<file path="src/rtl/oka_pkg.sv">
// Shared types and helpers for the overlap-free Karatsuba GF(2) multiplier.
package oka_pkg;

  // Widest partial product spread() handles. 2*H-1 must not exceed this,
  // which covers operands up to N=512.
  localparam int OKA_MAXW = 512;

  typedef enum logic [2:0] {
    IDLE = 3'd0,
    S_E  = 3'd1,
    S_O  = 3'd2,
    S_M  = 3'd3,
    DONE = 3'd4
  } oka_state_t;

  function automatic int oka_half(input int n);
    return (n + 1) / 2;
  endfunction

  // Interleave zeros: p[i] lands at bit 2i. Callers zero-extend narrower inputs.
  function automatic logic [2*OKA_MAXW-1:0] spread(input logic [OKA_MAXW-1:0] p);
    logic [2*OKA_MAXW-1:0] r;
    r = '0;
    for (int i = 0; i < OKA_MAXW; i++) r[2*i] = p[i];
    return r;
  endfunction

endpackage

</file>
<file path="src/rtl/gf2_poly_mul_comb.sv">
// Combinational schoolbook carry-less multiplier, W x W -> 2W-1 bits.
module gf2_poly_mul_comb #(
  parameter int W = 7
) (
  input  logic [W-1:0]   a,
  input  logic [W-1:0]   b,
  output logic [2*W-2:0] p
);

  always_comb begin
    p = '0;
    for (int i = 0; i < W; i++)
      for (int j = 0; j < W; j++)
        p[i+j] = p[i+j] ^ (a[i] & b[j]);
  end

endmodule

</file>
<file path="src/rtl/oka_seq_mult.sv">
// Time-multiplexed overlap-free Karatsuba multiplier over GF(2)[x]:
// one half-width sub-multiplier issued for Pe, Po and Pm on consecutive cycles.
module oka_seq_mult
  import oka_pkg::*;
#(
  parameter int N = 13
) (
  input  logic           clk,
  input  logic           rst,
  input  logic           in_valid,
  output logic           in_ready,
  input  logic [N-1:0]   a,
  input  logic [N-1:0]   b,
  output logic           out_valid,
  input  logic           out_ready,
  output logic [2*N-2:0] y
);

  localparam int H  = oka_half(N);
  localparam int PW = 2*H - 1;
  localparam int YW = 2*N - 1;
  localparam int SW = 2*OKA_MAXW;

  oka_state_t state;

  logic [H-1:0]  ae, ao, be, bo;
  logic [H-1:0]  ae_d, ao_d, be_d, bo_d;
  logic [PW-1:0] pe, po;
  logic [H-1:0]  mul_a, mul_b;
  logic [PW-1:0] mul_p;
  logic [SW-1:0] full;

  // Even/odd coefficient split; the odd half is short by one bit for odd N
  // and stays zero-padded at the top.
  always_comb begin
    ae_d = '0;
    ao_d = '0;
    be_d = '0;
    bo_d = '0;
    for (int i = 0; i < N; i++) begin
      if (i % 2 == 0) begin
        ae_d[i/2] = a[i];
        be_d[i/2] = b[i];
      end else begin
        ao_d[i/2] = a[i];
        bo_d[i/2] = b[i];
      end
    end
  end

  always_comb begin
    mul_a = ae ^ ao;
    mul_b = be ^ bo;
    case (state)
      S_E: begin mul_a = ae; mul_b = be; end
      S_O: begin mul_a = ao; mul_b = bo; end
      default: ;
    endcase
  end

  gf2_poly_mul_comb #(.W(H)) u_mul (
    .a (mul_a),
    .b (mul_b),
    .p (mul_p)
  );

  // Recombination is only consumed in S_M, where mul_p is Pm.
  always_comb begin
    full = spread(OKA_MAXW'(pe))
         ^ (spread(OKA_MAXW'(po)) << 2)
         ^ (spread(OKA_MAXW'(mul_p ^ pe ^ po)) << 1);
  end

  assign in_ready = (state == IDLE) || ((state == DONE) && out_ready);

  always_ff @(posedge clk) begin
    if (rst) begin
      state     <= IDLE;
      out_valid <= 1'b0;
      y         <= '0;
      ae        <= '0;
      ao        <= '0;
      be        <= '0;
      bo        <= '0;
      pe        <= '0;
      po        <= '0;
    end else begin
      case (state)
        IDLE: if (in_valid) begin
          ae    <= ae_d;
          ao    <= ao_d;
          be    <= be_d;
          bo    <= bo_d;
          state <= S_E;
        end
        S_E: begin
          pe    <= mul_p;
          state <= S_O;
        end
        S_O: begin
          po    <= mul_p;
          state <= S_M;
        end
        S_M: begin
          y         <= full[YW-1:0];
          out_valid <= 1'b1;
          state     <= DONE;
        end
        DONE: if (out_ready) begin
          out_valid <= 1'b0;
          if (in_valid) begin
            ae    <= ae_d;
            ao    <= ao_d;
            be    <= be_d;
            bo    <= bo_d;
            state <= S_E;
          end else begin
            state <= IDLE;
          end
        end
        default: state <= IDLE;
      endcase
    end
  end

  // Anything above the product width must be zero; for odd N this is the
  // x^(2N) term, which only the zero pad of the odd halves can feed.
  always_ff @(posedge clk) begin
    if (!rst && state == S_M) assert (full[SW-1:YW] == '0);
  end

endmodule

</file>
<file path="config.mk">
export PLATFORM = sky130hd
export DESIGN_NAME = oka_seq_mult
export DESIGN_NICKNAME = d
export VERILOG_FILES = /design/src/rtl/oka_pkg.sv /design/src/rtl/gf2_poly_mul_comb.sv /design/src/rtl/oka_seq_mult.sv
export SDC_FILE = /design/constraint.sdc
export NUM_CORES = 1
export LEC_CHECK = 0
export ABC_CLOCK_PERIOD_IN_PS = 4700
export CAP_MARGIN = 40
export CORE_AREA = 2 2 91 93
export CTS_CLUSTER_SIZE = 14
export DETAILED_ROUTE_END_ITERATION = 10
export DIE_AREA = 0 0 93 95
export PLACE_DENSITY = 0.85
export SYNTH_ARGS = -nofsm -noshare
export SYNTH_HDL_FRONTEND = slang
export SYNTH_SLANG_ARGS = --single-unit
export TNS_END_PERCENT = 20
</file>
<file path="constraint.sdc">
create_clock -name clk -period 4.7 [get_ports clk]
set_clock_uncertainty 0.1 [all_clocks]
set_input_delay 0.94 -clock clk [delete_from_list [all_inputs] [get_ports clk]]
set_output_delay 0.94 -clock clk [all_outputs]
set_load 0.01 [all_outputs]
</file>
==> metrics.yaml, run 1 <==
critical_path:
  r2r_slack_ns: 1.78
  end_kind: "primary output"
  critPathLaunch: "out_ready"
  crit_path_start_kind: "input port"
  critical_path_class: "input port to primary output"
  r2r_start: "state[1]$_SDFFE_PP0P_"
  cp_max_fo: 3
  required_ns: 3.66
  cp-endpoint: "in_ready"
  r2r_end: "y[13]$_SDFFE_PP0P_"
  reg2reg_depth: 8
  cp.arrival_ns: 2.34
floorplan:
  die_width_um: 93
  start_util_pct: 52.6
  ios: 57
  die_y_um: 95
  num_rows: 33
  dieArea_um2: 8840
  coreArea_um2: 7930
clock_network:
  ctsHoldBuffers: 0
  clkSlewWorstSetupHoldPaths_ns: 0.08
  clock_sinks: 80
  clk-insertion-delay-late_ns: 0.36
  postCtsSetupRepairBufs: 0
  htreeDepth: 3
  cts_tree: "built"
  cts_made_buffers: 9
  cts_resized: 0
  clock_path_buffers: 2
  cts-root-buf: "clkbuf_8"
power_and_ir_drop:
  power.leakage_nw: 1.61
  clock_power_share_pct: 32.1
  switching_share_pct: 29.9
  comb_power_share_pct: 22.8
  powerDensity_nw_per_um2: 346
  peakVddDrop_v: 0.000156
  power.net_switching_mw: 0.512
  p_seq_share_pct: 45.1
  power.internal_mw: 1.20
global_routing:
  grt_pass1_wl_um: 15500
  grt_max_degree: 50
  grt_overflow_total: 0
  grt_usage_pct: 22.1
  antenna_found_initial: 0
  grt_pass1_vias: 3394
place:
  place_area_um2: 4740
  post-dp-hpwl_um: 6410
  port_buffers: 56
  place.gp.congestion: 0.848
timing:
  finalSetupViolCount: 0
  hold_viol: 0
  post-route-period-util_pct: 72.0
  drv_slew: 0
  slew_headroom_pct: 45.0
  max_freq_ghz: 0.296
  worst_pin_slew_ns: 0.824
  rsz0062_at_grt: "false"
  min_period_ns: 3.38
  fin_tns_setup_ns: 0
yosys:
  netlist_area_um2: 4170
  synth_cells: 498
  yosysTopAreaCell: "dfxtp_1"
  synth.area.top_cells: "dfxtp_1 (38%), xnor2_1 (9.7%), nand2_1 (7.8%)"
  avgSynthCellArea_um2: 8.38
  synth_common_cells: "nand2_1 (87), dfxtp_1 (80), nor2_1 (80), xnor2_1 (46), a21oi_1 (44)"
  synth-async-reset-ratio_pct: 0
  synthMostInstantiatedCell: "nand2_1"
  ys_warn_count: 0
  synth_nets: 528
  seq_area_frac_synth_pct: 38.4
  synth_flop_cell: "dfxtp_1"
  synth_seq_cells: 80
  synth_edf_count: 0
  post_synth_num_cell_types: 38
  synth_top_area_share_pct: 38.4
drt:
  routed_wl_um: 9080
  drt_pass1_iterations: 4
  drtIter0Drc: 142
  drc: 0
  via_per_inst: 5.53
  wl_per_cell_um: 14.0
  num_vias: 3575
  drtAntennaViolNets: 0
cells_and_area:
  fill_cells: 731
  drive_above_1_share_pct: 7.21
  syn_to_final_growth_pct: 18.6
  design.final.nets: 566
  stdcell_area_um2: 4950
  diodes: 0
run_status:
  status: "complete, no violations"
flow_run:
  cap_violations: 0
hold_path:
  hold_class: "flip-flop to flip-flop"
==> sequential cells by signal, summed over array words and instances, names as in the netlist <==
register and flops:
ae 7, bo 6, y 25, out_valid 1
state 3, pe 13, po 12, be 7
ao 6
==> power by group through the flow <==
| stage | Clock (mW) | Sequential, mW | Combinational, mW |
|---|---|---|---|
| floorplan | 0 | 0.774 | 0.301 |
| global placement | 0 | 0.783 | 0.377 |
| detailed placement | 0 | 0.787 | 0.390 |
| CTS | 0.556 | 0.772 | 0.392 |
| global route | 0.582 | 0.779 | 0.435 |
| finish | 0.549 | 0.772 | 0.391 |
==> final cells by class <==
type	count	area, um^2	share of cell area (%)
multi-input cells	382	2400	48.6
flip-flops and latches	80	1600	32.4
clock inverters	6	83.8	1.69
repair buffers	61	593	12.0
clock buffers	10	128	2.58
inverters	2	7.51	0.152
well taps	105	131	2.65
==> layer usage <==
layer	wire, um	track usage, %
met4	179	9.07
met5	0	0
met2	4580	39.7
met1	3990	26.0
met3	329	4.23
==> cell families (layout without fill, tap and decap cells) <==
kind of cell / count (synthesis) / in the layout / synth area share [%]
and+or+nand+nor: 187 / 187 / 18.5
AOI/OAI and AO/OA: 134 / 134 / 23.7
DFF: 80 / 80 / 38.4
xor gates and xnor gates: 61 / 61 / 15.4
buffers and inverters: 36 / 79 / 4.05
==> per-stage QoR <==
step                      worst slack [ns]  instances  hold slack (ns)  power (mW)  utilization (%)
final                                 1.32        646            0.357        1.71             62.4
after global routing                  1.16        646            0.394        1.80             62.4
after CTS                             1.31        646            0.362        1.72             62.4
after detailed placement              1.31        630            0.350        1.18             59.8
after global placement                1.36        630            0.345        1.16             59.8
after floorplan                       2.20        498            0.344        1.08                -
==> placed cells by master (no fill, tap or decap), types with 4 or more instances in the layout <==
cell and n:
xor2_1 7, o211ai_1 14, clkbuf_8 9, nor3_1 4, xnor3_1 5, a21oi_1 44, xnor2_1 46, dfxtp_1 80
nand2_1 87, clkdlybuf4s50_1 55, nor2_1 79, o221ai_2 6, a211oi_1 36, o22a_1 12, o221ai_1 6, o21ai_0 4
buf_4 5
==> worst max-delay path: stages <==
cell             delay, ns
clkdlybuf4s50_1       0.50
nor2b_1               0.07
nor3_1                0.23
clkdlybuf4s50_1       0.60
==> worst min path at each step <==
stage                     cells after the start  slack [ns]                start             endpoint
final                                         2        0.36   y[23]$_SDFFE_PP0P_   y[23]$_SDFFE_PP0P_
after global routing                          2        0.39   y[23]$_SDFFE_PP0P_   y[23]$_SDFFE_PP0P_
after CTS                                     2        0.36   y[23]$_SDFFE_PP0P_   y[23]$_SDFFE_PP0P_
after detailed placement                      2        0.35   y[23]$_SDFFE_PP0P_   y[23]$_SDFFE_PP0P_
after global placement                        2        0.35   y[23]$_SDFFE_PP0P_   y[23]$_SDFFE_PP0P_
after floorplan                               2        0.34  pe[12]$_SDFFE_PP0N_  pe[12]$_SDFFE_PP0N_
(Power assumes the default switching activity.)
==> run 2, diff against run 1 <==
--- a/config.mk
+++ b/config.mk
@@ -5,7 +5,7 @@
 export SDC_FILE = /design/constraint.sdc
 export NUM_CORES = 1
 export LEC_CHECK = 0
-export ABC_CLOCK_PERIOD_IN_PS = 4700
+export ABC_CLOCK_PERIOD_IN_PS = 3300
 export CAP_MARGIN = 40
 export CORE_AREA = 2 2 91 93
 export CTS_CLUSTER_SIZE = 14
==> constraint.sdc (replaced) <==
create_clock -name clk -period 3.3 [get_ports clk]
set_clock_uncertainty 0.1 [all_clocks]
set_input_delay 0.66 -clock clk [delete_from_list [all_inputs] [get_ports clk]]
set_output_delay 0.66 -clock clk [all_outputs]
set_load 0.01 [all_outputs]
==> metrics.yaml, run 2 (same netlist as run 1, synthesis figures left out) <==
place:
  port_buffers: 56  # unchanged
  post-dp-hpwl_um: 6290  # -1.9%
  dpl_worst_slack_ns: 0.472  # -0.836 ns
  place_area_um2: 4790  # +1.0%
  place.gp.congestion: 0.915  # +7.9%
  place_inst: 633  # +0.48%
timing:
  drv_slew: 0  # unchanged
  finalSetupViolCount: 0  # unchanged
  layout_setup_ws_ns: 0.447  # -0.871 ns
  max_freq_ghz: 0.351
  worst_pin_slew_ns: 0.844  # +0.0195 ns
  post-route-period-util_pct: 86.4
  fin_tns_setup_ns: 0  # unchanged
  min_period_ns: 2.85
  rsz0062_at_grt: "false"
  hold_viol: 0  # unchanged
  slew_headroom_pct: 43.7  # -1.3 points
power_and_ir_drop:
  powerDensity_nw_per_um2: 462  # +34%
  peakVddDrop_v: 0.000277  # +77%
  power.leakage_nw: 1.60  # -0.63%
global_routing:
  grt_pass1_wl_um: 15400  # -1.2%
  grt_max_degree: 48  # -4.0%
  grt_overflow_total: 0  # unchanged
  grt_usage_pct: 21.8  # -0.39 points
  antenna_found_initial: 0  # unchanged
  grt_pass1_vias: 3396  # +0.059%
cells_and_area:
  design.final.nets: 569  # +0.53%
  drive_above_1_share_pct: 7.54  # +0.33 points
  final_cell_mix: "nand2_1 (87), dfxtp_1 (80), nor2_1 (79)"
  stdcell_area_um2: 4950  # about the same
  largestRegisters: "y: 25 flops, pe: 13 flops, po: 12 flops"
  syn_to_final_growth_pct: 18.7  # about the same
  stdcell_count: 649  # +0.46%
  largest_register_ffs: 25  # unchanged
  layout_commonest_cell: "nand2_1"
  diodes: 0  # unchanged
  top_register: "y"
  final_core_util_pct: 62.5  # about the same
critical_path:
  critPathLaunch: "out_ready"
  reg2reg_depth: 8  # unchanged
  crit_path_start_kind: "input port"
  critical_path_class: "input port to primary output"
  cp.arrival_ns: 2.09  # -0.25 ns
  cp_max_fo: 3  # unchanged
  r2r_end: "y[13]$_SDFFE_PP0P_"
  path_common_cell: "clkdlybuf4s50_1"
  r2r_start: "state[0]$_SDFFE_PP0P_"
  crit_chain: "clkdlybuf4s50_1, nor2b_1, nor3_1, clkdlybuf4s50_1"
  slowest_delay_ns: 0.60  # about the same
  required_ns: 2.54  # -1.12 ns
  r2r_slack_ns: 0.45  # -1.33 ns
  end_kind: "primary output"
  slowest_stage: "clkdlybuf4s50_1"
drt:
  num_vias: 3581  # +0.17%
  via_per_inst: 5.52  # -0.30%
  drt_pass1_iterations: 4  # unchanged
  wl_per_cell_um: 13.5  # -3.6%
  drtIter0Drc: 183  # +29%
  drtAntennaViolNets: 0  # unchanged
  drc: 0  # unchanged
  routed_wl_um: 8790  # -3.2%
clock_network:
  cts_made_buffers: 9  # unchanged
  cts_resized: 0  # unchanged
  clock_path_buffers: 2  # unchanged
  htreeDepth: 3  # unchanged
  clock_sinks: 80  # unchanged
  postCtsSetupRepairBufs: 0  # unchanged
  ctsHoldBuffers: 0  # unchanged
  cts-root-buf: "clkbuf_8"
  clkSlewWorstSetupHoldPaths_ns: 0.08  # about the same
  cts_tree: "built"
  clk-insertion-delay-late_ns: 0.35  # about the same
hold_path:
  min_from: "y[1]$_SDFFE_PP0P_"
  whs_endpoint: "y[1]$_SDFFE_PP0P_"
  hold_class: "flip-flop to flip-flop"
  hold_depth: 2  # unchanged
floorplan:
  die_y_um: 95  # unchanged
  start_util_pct: 52.6  # unchanged
  dieArea_um2: 8840  # unchanged
  ios: 57  # unchanged
  die_width_um: 93  # unchanged
  num_rows: 33  # unchanged
  coreArea_um2: 7930  # unchanged
run_status:
  status: "complete, no violations"
flow_run:
  cap_violations: 0  # unchanged
run 2: per-layer routing:
| metal | share of wire (%) | global-route usage [%] | vias up |
|---|---|---|---|
| met4 | 2.3 | 10.2 | 0 |
| li1 | - | - | 1824 |
| met2 | 46 | 36.0 | 87 |
| met5 | 0 | 0 | - |
| met1 | 48 | 27.2 | 1655 |
| met3 | 4.2 | 4.71 | 15 |
run 2: power breakdown:
part	leakage (nW)	switching [mW]	total, mW	internal (mW)
combinational	0.866	0.297	0.565	0.268
clock	0.0793	0.351	0.623	0.272
sequential	0.651	0.0718	1.10	1.03
total	1.60	0.719	2.29	1.57
run 2: per-stage QoR:
step                total power, mW  hold slack [ns]
finish                         2.29            0.358
global route                   2.42            0.381
CTS                            2.30            0.362
detailed placement             1.68            0.351
global placement               1.67            0.342
floorplan                      1.53            0.344
run 2: final cells by class:
class / instances / area (um^2)
Clock buffer: 11 / 131
Sequential cell: 80 / 1600
Clock inverter: 5 / 33.8
Timing Repair Buffer: 64 / 641
Tap cell: 105 / 131
Fill cell: 710 / 2980
Inverter: 2 / 7.51
Multi-Input combinational cell: 382 / 2400
run 2: how the worst max path moves through the flow:
stage	to	slack, ns	cells past startpoint
final	in_ready	0.45	4
after global routing	y[13]$_SDFFE_PP0P_	0.17	8
after CTS	in_ready	0.47	4
after detailed placement	in_ready	0.47	4
after global placement	in_ready	0.50	4
after floorplan	y[13]$_SDFFE_PP0P_	0.80	10
run 2: worst max-delay path, delay by kind of cell:
family	cells	cell delay [ns]
buf+inv	2	1.10
simple gates	2	0.34
==> run 3, diff against run 2 <==
--- a/config.mk
+++ b/config.mk
@@ -8,6 +8,7 @@
 export ABC_CLOCK_PERIOD_IN_PS = 3300
 export CAP_MARGIN = 40
 export CORE_AREA = 2 2 91 93
+export CTS_BUF_LIST = sky130_fd_sc_hd__clkbuf_4 sky130_fd_sc_hd__clkbuf_8
 export CTS_CLUSTER_SIZE = 14
 export DETAILED_ROUTE_END_ITERATION = 10
 export DIE_AREA = 0 0 93 95
==> metrics.yaml, run 3 (same netlist as run 1, synthesis figures left out) <==
power_and_ir_drop:
  powerDensity_nw_per_um2: 464  # +0.42%
  power.net_switching_mw: 0.716  # -0.46%
  clock_power_share_pct: 27.7  # +0.5 points
  power.internal_mw: 1.58  # +1.0%
  peakVddDrop_v: 0.000277  # about the same
  p_seq_share_pct: 47.8  # -0.3 points
  switching_share_pct: 31.1  # -0.32 points
  comb_power_share_pct: 24.6  # about the same
  power.leakage_nw: 1.60  # +0.43%
cells_and_area:
  fill_cells: 703  # -0.99%
  stdcell_count: 649  # unchanged
  syn_to_final_growth_pct: 18.8
  top_register: "y"
  design.final.nets: 569  # unchanged
  largest_register_ffs: 25  # unchanged
  largestRegisters: "y: 25 flops, pe: 13 flops, po: 12 flops"
  diodes: 0  # unchanged
  layout_commonest_cell: "nand2_1"
  drive_above_1_share_pct: 7.90  # +0.37 points
  final_cell_mix: "nand2_1 (87), dfxtp_1 (80), nor2_1 (79)"
  seq_area_um2: 1600  # unchanged
  multi_input_area_um2: 2400  # unchanged
floorplan:
  dieArea_um2: 8840  # unchanged
  start_util_pct: 52.6  # unchanged
  die_y_um: 95  # unchanged
  die_width_um: 93  # unchanged
  num_rows: 33  # unchanged
  ios: 57  # unchanged
  coreArea_um2: 7930  # unchanged
clock_network:
  postCtsSetupRepairBufs: 0  # unchanged
  clkSlewWorstSetupHoldPaths_ns: 0.08  # about the same
  htreeDepth: 3  # unchanged
  clock_sinks: 80  # unchanged
  ctsHoldBuffers: 0  # unchanged
  clk-insertion-delay-late_ns: 0.35  # about the same
  cts_made_buffers: 9  # unchanged
  clock_path_buffers: 2  # unchanged
  cts-root-buf: "clkbuf_8"
  cts_tree: "built"
  cts_resized: 0  # unchanged
place:
  dpl_worst_slack_ns: 0.472  # unchanged
  place.gp.congestion: 0.915  # unchanged
  place_inst: 633  # unchanged
  post-dp-hpwl_um: 6290  # unchanged
  port_buffers: 56  # unchanged
drt:
  drt_pass1_iterations: 5  # +1
  drc: 0  # unchanged
  wl_per_cell_um: 13.5  # -0.46%
  drtAntennaViolNets: 0  # unchanged
  drtIter0Drc: 201  # +9.8%
  routed_wl_um: 8750  # -0.46%
  via_per_inst: 5.51  # -0.11%
  num_vias: 3577  # -0.11%
timing:
  rsz0062_at_grt: "false"
  hold_viol: 0  # unchanged
  whs_ns: 0.359  # +0.000101 ns
  min_period_ns: 2.85  # +0.00220 ns
  max_freq_ghz: 0.350  # about the same
  drv_slew: 0  # unchanged
  finalSetupViolCount: 0  # unchanged
  slew_headroom_pct: 43.6  # -0.15 points
  post-route-period-util_pct: 86.5  # about the same
  layout_setup_ws_ns: 0.445  # -0.00220 ns
  fin_tns_setup_ns: 0  # unchanged
  worst_pin_slew_ns: 0.846  # +0.00231 ns
flow_run:
  cap_violations: 0  # unchanged
hold_path:
  hold_class: "flip-flop to flip-flop"
critical_path:
  cp.arrival_ns: 2.09  # about the same
  slowest_stage: "clkdlybuf4s50_1"
  end_kind: "primary output"
  crit_chain: "clkdlybuf4s50_1, nor2b_1, nor3_1, clkdlybuf4s50_1"
  required_ns: 2.54  # about the same
  path_common_cell: "clkdlybuf4s50_1"
  critical_path_class: "input port to primary output"
  cp_max_fo: 3  # unchanged
  crit_path_start_kind: "input port"
  slowest_delay_ns: 0.60  # about the same
run_status:
  status: "complete, no violations"
global_routing:
  grt_pass1_vias: 3396  # unchanged
  grt_pass1_wl_um: 15300  # -0.31%
  grt_max_degree: 48  # unchanged
  antenna_found_initial: 0  # unchanged
  grt_overflow_total: 0  # unchanged
  grt_usage_pct: 21.7  # -0.068 points
[run 3: cell count changes in the layout (fill, tap and decap cells not counted)]
cell	before	now
clkbuf_1	2	0
clkbuf_4	0	2
[run 3: power groups by stage]
stage | registers [mW] | clock network, mW | logic [mW]
finish | 1.10 | 0.636 | 0.565
global route | 1.11 | 0.696 | 0.627
CTS | 1.10 | 0.654 | 0.567
detailed placement | 1.12 | 0 | 0.564
global placement | 1.12 | 0 | 0.550
floorplan | 1.10 | 0 | 0.429
[run 3: per-layer routing]
| layer | vias up | track usage, % | routed length, um |
|---|---|---|---|
| met5 | - | 0 | 0 |
| met4 | 0 | 10.4 | 235 |
| met3 | 17 | 4.79 | 375 |
| met2 | 96 | 35.6 | 4050 |
| li1 | 1818 | - | - |
| met1 | 1646 | 27.1 | 4090 |
[run 3: area by class of cell]
class / count / share of cell area (%)
clock inverters: 5 / 0.681
flip-flops and latches: 80 / 32.3
multi-input cells: 382 / 48.5
inverters: 2 / 0.151
repair buffers: 64 / 12.9
well taps: 105 / 2.65
clock buffers: 11 / 2.80
[run 3: path summary, 6_finish.rpt]
kind | cells past startpoint | end | startpoint | slack, ns
min | 2 | y[1]$_SDFFE_PP0P_ | y[1]$_SDFFE_PP0P_ | 0.36
max reg2reg | 8 | y[13]$_SDFFE_PP0P_ | state[0]$_SDFFE_PP0P_ | 0.45
max | 4 | in_ready | out_ready | 0.45
min reg2reg | 2 | y[1]$_SDFFE_PP0P_ | y[1]$_SDFFE_PP0P_ | 0.36
[run 3: worst max-delay path: cells and delay by family]
kind          cells  cell delay [ns]
simple gates      2             0.34
buf+inv           2             1.10
[run 3: metrics by stage]
step           power, mW  area [um^2]  util, %
2_1_floorplan       1.53         4170        -
3_3_place_gp        1.67         4790     60.4
3_5_place_dp        1.68         4790     60.4
4_1_cts             2.32         4960     62.5
5_1_grt             2.43         4960     62.5
6_report            2.30         4960     62.5
